===== config.mk =====
export PLATFORM = sky130hd
export DESIGN_NAME = instr_fetch_unit_flat
export DESIGN_NICKNAME = d
export VERILOG_FILES = /design/src/rtl/instr_fetch_unit_if.sv /design/src/rtl/instr_fetch_unit.sv /design/src/flat_wrapper.sv
export SDC_FILE = /design/constraint.sdc
export NUM_CORES = 1
export LEC_CHECK = 0
export ABC_AREA = 1
export CAP_MARGIN = 20
export CELL_PAD_IN_SITES_DETAIL_PLACEMENT = 1
export CELL_PAD_IN_SITES_GLOBAL_PLACEMENT = 2
export CORE_ASPECT_RATIO = 1.2
export CORE_MARGIN = 1
export CORE_UTILIZATION = 25
export DETAILED_ROUTE_END_ITERATION = 6
export GPL_TIMING_DRIVEN = 1
export PLACE_DENSITY_LB_ADDON = 0.1
export SETUP_SLACK_MARGIN = 0.3
export SYNTH_ARGS = -nofsm -noshare
export SYNTH_HDL_FRONTEND = slang
export SYNTH_SLANG_ARGS = --single-unit

===== constraint.sdc =====
create_clock -name clk -period 1.8 [get_ports clk]
set_input_delay 0.18 -clock clk [delete_from_list [all_inputs] [get_ports clk]]
set_output_delay 0.18 -clock clk [all_outputs]
set_load 0.02 [all_outputs]

===== src/rtl/instr_fetch_unit_if.sv =====
// Fetch-unit bus: instruction memory port, IR handshake to decode,
// and the redirect/halt controls from execute.
interface instr_fetch_unit_if #(
    parameter int ADDR_WIDTH = 32
);
    logic                  imem_req;
    logic [ADDR_WIDTH-1:0] imem_addr;
    logic [31:0]           imem_rdata;
    logic                  imem_rvalid;
    logic [31:0]           ir;
    logic [ADDR_WIDTH-1:0] ir_pc;
    logic                  ir_valid;
    logic                  ir_ready;
    logic                  redirect_valid;
    logic [ADDR_WIDTH-1:0] redirect_pc;
    logic                  halt;
    logic                  halted;

    modport master (
        output imem_req, imem_addr, ir, ir_pc, ir_valid, halted,
        input  imem_rdata, imem_rvalid, ir_ready,
        input  redirect_valid, redirect_pc, halt
    );

    modport slave (
        input  imem_req, imem_addr, ir, ir_pc, ir_valid, halted,
        output imem_rdata, imem_rvalid, ir_ready,
        output redirect_valid, redirect_pc, halt
    );
endinterface


===== src/rtl/instr_fetch_unit.sv =====
// Instruction fetch stage: one outstanding word read, IR valid/ready
// handshake, PC redirect with in-flight kill, and halt.
module instr_fetch_unit #(
    parameter int                    ADDR_WIDTH = 32,
    parameter logic [ADDR_WIDTH-1:0] RESET_PC   = '0
) (
    input  logic               clk,
    input  logic               rst_n,
    instr_fetch_unit_if.master bus
);
    typedef enum logic [2:0] {
        IDLE,
        ISSUE,
        WAIT,
        HOLD,
        HALTED
    } state_t;

    state_t                r_state;
    logic [ADDR_WIDTH-1:0] r_pc;
    logic [ADDR_WIDTH-1:0] r_ir_pc;
    logic [31:0]           r_ir;
    logic                  r_ir_valid;
    logic                  r_kill;

    logic                  w_xfer;
    state_t                w_resume;

    assign w_xfer   = r_ir_valid & bus.ir_ready & ~bus.redirect_valid;
    assign w_resume = bus.halt ? HALTED : ISSUE;

    always_ff @(posedge clk or negedge rst_n) begin
        if (!rst_n) begin
            r_state    <= IDLE;
            r_pc       <= RESET_PC;
            r_ir       <= '0;
            r_ir_pc    <= '0;
            r_ir_valid <= 1'b0;
            r_kill     <= 1'b0;
        end else begin
            unique case (r_state)
                IDLE: begin
                    if (bus.redirect_valid) begin
                        r_pc    <= bus.redirect_pc;
                        r_state <= ISSUE;
                    end else begin
                        r_state <= w_resume;
                    end
                end
                ISSUE: begin
                    // request is already on the bus; its data must be dropped
                    if (bus.redirect_valid) begin
                        r_pc   <= bus.redirect_pc;
                        r_kill <= 1'b1;
                    end
                    r_state <= WAIT;
                end
                WAIT: begin
                    if (bus.redirect_valid) begin
                        r_pc <= bus.redirect_pc;
                        if (bus.imem_rvalid) begin
                            r_kill  <= 1'b0;
                            r_state <= ISSUE;
                        end else begin
                            r_kill  <= 1'b1;
                        end
                    end else if (bus.imem_rvalid) begin
                        if (r_kill) begin
                            r_kill  <= 1'b0;
                            r_state <= w_resume;
                        end else begin
                            r_ir       <= bus.imem_rdata;
                            r_ir_pc    <= r_pc;
                            r_pc       <= r_pc + 1'b1;
                            r_ir_valid <= 1'b1;
                            r_state    <= HOLD;
                        end
                    end
                end
                HOLD: begin
                    if (bus.redirect_valid) begin
                        r_pc       <= bus.redirect_pc;
                        r_ir_valid <= 1'b0;
                        r_state    <= ISSUE;
                    end else if (w_xfer) begin
                        r_ir_valid <= 1'b0;
                        r_state    <= w_resume;
                    end
                end
                HALTED: begin
                    if (bus.redirect_valid) begin
                        r_pc <= bus.redirect_pc;
                    end
                    if (!bus.halt) begin
                        r_state <= ISSUE;
                    end
                end
                default: begin
                    r_state <= IDLE;
                end
            endcase
        end
    end

    assign bus.imem_req  = (r_state == ISSUE);
    assign bus.imem_addr = (r_state == ISSUE) ? r_pc : '0;
    assign bus.ir        = r_ir;
    assign bus.ir_pc     = r_ir_pc;
    assign bus.ir_valid  = r_ir_valid;
    assign bus.halted    = (r_state == HALTED);
endmodule


===== src/flat_wrapper.sv =====
// flat-port wrapper written by rule: the top's interface ports become plain ports
module instr_fetch_unit_flat 
#(
    parameter int                    ADDR_WIDTH = 32,
    parameter logic [ADDR_WIDTH-1:0] RESET_PC   = '0
)
  (clk, rst_n, bus_imem_req, bus_imem_addr, bus_ir, bus_ir_pc, bus_ir_valid, bus_halted, bus_imem_rdata, bus_imem_rvalid, bus_ir_ready, bus_redirect_valid, bus_redirect_pc, bus_halt);
  instr_fetch_unit_if #(.ADDR_WIDTH(ADDR_WIDTH)) bus_i ();
  input  logic clk;
  input  logic rst_n;
  output wire logic [$bits(bus_i.imem_req)-1:0] bus_imem_req;
  output wire logic [$bits(bus_i.imem_addr)-1:0] bus_imem_addr;
  output wire logic [$bits(bus_i.ir)-1:0] bus_ir;
  output wire logic [$bits(bus_i.ir_pc)-1:0] bus_ir_pc;
  output wire logic [$bits(bus_i.ir_valid)-1:0] bus_ir_valid;
  output wire logic [$bits(bus_i.halted)-1:0] bus_halted;
  input wire logic [$bits(bus_i.imem_rdata)-1:0] bus_imem_rdata;
  input wire logic [$bits(bus_i.imem_rvalid)-1:0] bus_imem_rvalid;
  input wire logic [$bits(bus_i.ir_ready)-1:0] bus_ir_ready;
  input wire logic [$bits(bus_i.redirect_valid)-1:0] bus_redirect_valid;
  input wire logic [$bits(bus_i.redirect_pc)-1:0] bus_redirect_pc;
  input wire logic [$bits(bus_i.halt)-1:0] bus_halt;
  assign bus_imem_req = bus_i.imem_req;
  assign bus_imem_addr = bus_i.imem_addr;
  assign bus_ir = bus_i.ir;
  assign bus_ir_pc = bus_i.ir_pc;
  assign bus_ir_valid = bus_i.ir_valid;
  assign bus_halted = bus_i.halted;
  assign bus_i.imem_rdata = bus_imem_rdata;
  assign bus_i.imem_rvalid = bus_imem_rvalid;
  assign bus_i.ir_ready = bus_ir_ready;
  assign bus_i.redirect_valid = bus_redirect_valid;
  assign bus_i.redirect_pc = bus_redirect_pc;
  assign bus_i.halt = bus_halt;
  instr_fetch_unit #(.ADDR_WIDTH(ADDR_WIDTH), .RESET_PC(RESET_PC)) u_core (.clk(clk), .rst_n(rst_n), .bus(bus_i));
endmodule

==> results of run 1 <==
==> power groups by stage <==
stage	clock [mW]	sequential, mW	combinational (mW)
floorplan	0	4.75	3.98
global placement	0	4.16	8.45
detailed placement	0	4.22	8.63
CTS	2.07	4.21	10.5
global route	2.16	4.41	12.1
finish	2.02	4.27	11.3
==> cells by family (layout without fill, tap and decap cells) <==
logic type | Yosys count | count (layout) | synth area share
simple gates | 518 | 518 | 0.389
flops | 101 | 101 | 0.466
buf+inv | 87 | 337 | 0.0722
compound gates | 68 | 68 | 0.0641
xor+xnor | 4 | 4 | 0.00646
fa+ha+maj | 1 | 1 | 0.00231
==> cell usage in the layout, fill, tap and decap left out, drive strengths merged, types with 2 or more instances in the layout <==
cell	n
nand3	74
xor2	3
nand4	4
nor2	129
dlymetal6s2s	65
clkdlybuf4s50	68
dfrtp	101
buf	124
o21ai	60
or2	6
clkbuf	17
inv	58
clkinv	2
clkinvlp	2
nand2	302
nand3b	2
a21oi	6
==> sequential cells by signal, summed over array words and instances, names as in the netlist <==
name                 count
u_core.bus.ir_valid      1
u_core.bus.ir           32
u_core.r_state           3
u_core.r_pc             32
u_core.r_kill            1
u_core.bus.ir_pc        32
==> how the worst max path moves through the flow <==
stage | end | depth (start not counted)
floorplan | bus_imem_addr[10] | 6
global placement | bus_imem_addr[19] | 7
detailed placement | bus_imem_addr[24] | 7
CTS | bus_imem_addr[0] | 7
global route | u_core.bus.ir_pc[23]$_DFFE_PN0P_ | 9
finish | u_core.bus.ir_pc[9]$_DFFE_PN0P_ | 9
==> area by class of cell <==
type / instances / area share
repair buffers: 266 / 0.325
inverters: 55 / 0.0232
clock inverters: 7 / 0.00684
clock buffers: 9 / 0.0232
flip-flops and latches: 101 / 0.261
well taps: 270 / 0.0349
multi-input cells: 591 / 0.326
==> repair_timing <==
item,CTS,global route
endpoints found under the setup margin,195,199
gates cloned,9,8
hold endpoints to repair,31,0
gates resized for setup,252,188
pin swaps,11,41
setup buffers,15,9
hold buffers,1,0
==> critical path, cell delays in order, from the launching register on <==
cell and delay [ns]:
dfrtp_1 0.40, buf_4 0.16, nor3_4 0.22, buf_6 0.13
nand3_1 0.09, inv_2 0.14, nand2_8 0.13, clkbuf_16 0.22
nand2_1 0.07, o21ai_1 0.06
==> routing by layer <==
layer | share of wire | wire (microns)
met5 | 0 | 0
met4 | 0.030 | 752
met3 | 0.035 | 893
met2 | 0.53 | 13400
met1 | 0.41 | 10300
==> cells in the mapped netlist (all sizes together) <==
library cell	count	area, sq um
o21ai	60	300
nor2	129	499
xnor2	1	8.76
buf	23	151
or2	6	37.5
ha	1	12.5
xor2	3	26.3
o211ai	1	7.51
nand3b	2	15.0
o22ai	1	6.26
nand3	74	375
nor3	1	16.3
nand2	302	1140
clkbuf	9	33.8
a21oi	6	33.8
nand4	4	25.0
inv	55	206
dfrtp	101	2530
==> results.sh, run 1 <==
export IMPL_fin_nets=1095
export IMPL_numCtsBuffers=9
export IMPL_nFillCells=2495
export IMPL_rows=58
export IMPL_yosysSeqAreaShare=0.466
export IMPL_synth_distinct_cells=26
export IMPL_fin_tns_setup_ns=0
export IMPL_register_area_sq_um=2530
export IMPL_gp_congestion=0.778
export IMPL_clockBufferDepth=2
export IMPL_via_per_inst=4.73
export IMPL_design_area_sq_um=9690
export IMPL_area_growth_pct=78.7
export IMPL_p_leak_nw=5.28
export IMPL_grt_pass1_wl_microns=36500
export IMPL_grt_max_degree=36
export IMPL_hold_path_class="in2async"
export IMPL_min_period_ns=1.75
export IMPL_switchingPower_mw=8.23
export IMPL_initial_utilization=0.257
export IMPL_comb_power_share=0.643
export IMPL_firstDrtPassIters=4
export IMPL_r2r_cells=9
export IMPL_synth_avg_cell_area_sq_um=6.96
export IMPL_power_mw=17.6
export IMPL_fin_util=0.459
export IMPL_ctsHtreeMaxLevel=3
export IMPL_dp_cells=1241
export IMPL_stdcell_count=1299
export IMPL_grt_busiest_layer="met2"
export IMPL_status="finished, final reports clean"
export IMPL_finalClockSkew_ns=0.0145
export IMPL_path_class="reg2reg"
export IMPL_vias=6144
export IMPL_worst_slack_ns=0.0458
export IMPL_max_slew_margin=0.764
export IMPL_drtIter0Drc=222
export IMPL_cp_end_kind="flop"
export IMPL_sw_frac_of_total=0.467
export IMPL_post_dp_hpwl_microns=16800
export IMPL_track_usage=0.221
export IMPL_root_buffer="clkbuf_16"
export IMPL_yosys_warnings=0
export IMPL_antenna_found_initial=0
export IMPL_antenna_left=0
export IMPL_irDropWorstVdd_mv=0.876
export IMPL_diodes=0
export IMPL_min_period_over_period=0.975
export IMPL_numPortBuffers=168
export IMPL_drive_above_1_share=0.278
export IMPL_power_density_nw_per_um2=1820
export IMPL_holdWs_ns=0.237
export IMPL_syn_num_nets=850
export IMPL_fp_dieW_microns=136
export IMPL_grt_overflow=0
export IMPL_intPower_mw=9.38
export IMPL_critPathMaxFanout=16
export IMPL_clkTransAtPathRegs_ns=0.08
export IMPL_drcViolationCount=0
export IMPL_core_area_sq_um=21100
export IMPL_grt_pass1_vias=6483
export IMPL_cp_start_kind="flop"
export IMPL_tritoncts="done"
export IMPL_cts_sinks=101
export IMPL_seqPwrFrac=0.242
export IMPL_timing_rr_end="u_core.bus.ir_pc[9]$_DFFE_PN0P_"
export IMPL_clockPowerShare=0.115
export IMPL_clock_latency_ns=0.37
export IMPL_dp_slack_ns=-0.0401
export IMPL_met2_usage=0.396
export IMPL_worst_pin_slew_ns=0.353
export IMPL_io_pins=169
export IMPL_met3_usage=0.0255
export IMPL_timing_final_setup_violations=0
export IMPL_syn_inst=779
export IMPL_timing_rr_start="u_core.r_state[2]$_DFFE_PN0P_"
export IMPL_post_drt_wl_per_cell_microns=19.4
export IMPL_finalHoldViolations=0
export IMPL_cap_violations=0
export IMPL_cp_required_ns=2.05
export IMPL_cp_startpoint="u_core.r_state[2]$_DFFE_PN0P_"
export IMPL_fp_dieH_microns=163
export IMPL_synth_seq_cells=101
export IMPL_report_final_slew_viol_count=0
export IMPL_grtUsageMet1=0.263
export IMPL_multi_input_area_sq_um=3160
export IMPL_wirelength_microns=25300
export IMPL_critPathArrivalTime_ns=2.01
export IMPL_clock_fmax_mhz=570
export IMPL_dpl_instance_area_sq_um=8030
export IMPL_rsz0062_at_grt="yes"
export IMPL_die_area_sq_um=22300
export IMPL_r2r_slack_ns=0.05
export IMPL_synth_area_sq_um=5420
Note: power is estimated with default switching activity, not from simulation.
==> inputs of run 2 (changes only) <==
Settings changed: ABC_CLOCK_PERIOD_IN_PS set to 1800.
==> results of run 2 <==
Same layout as run 1: the final DEF is identical, and so are final timing and power.
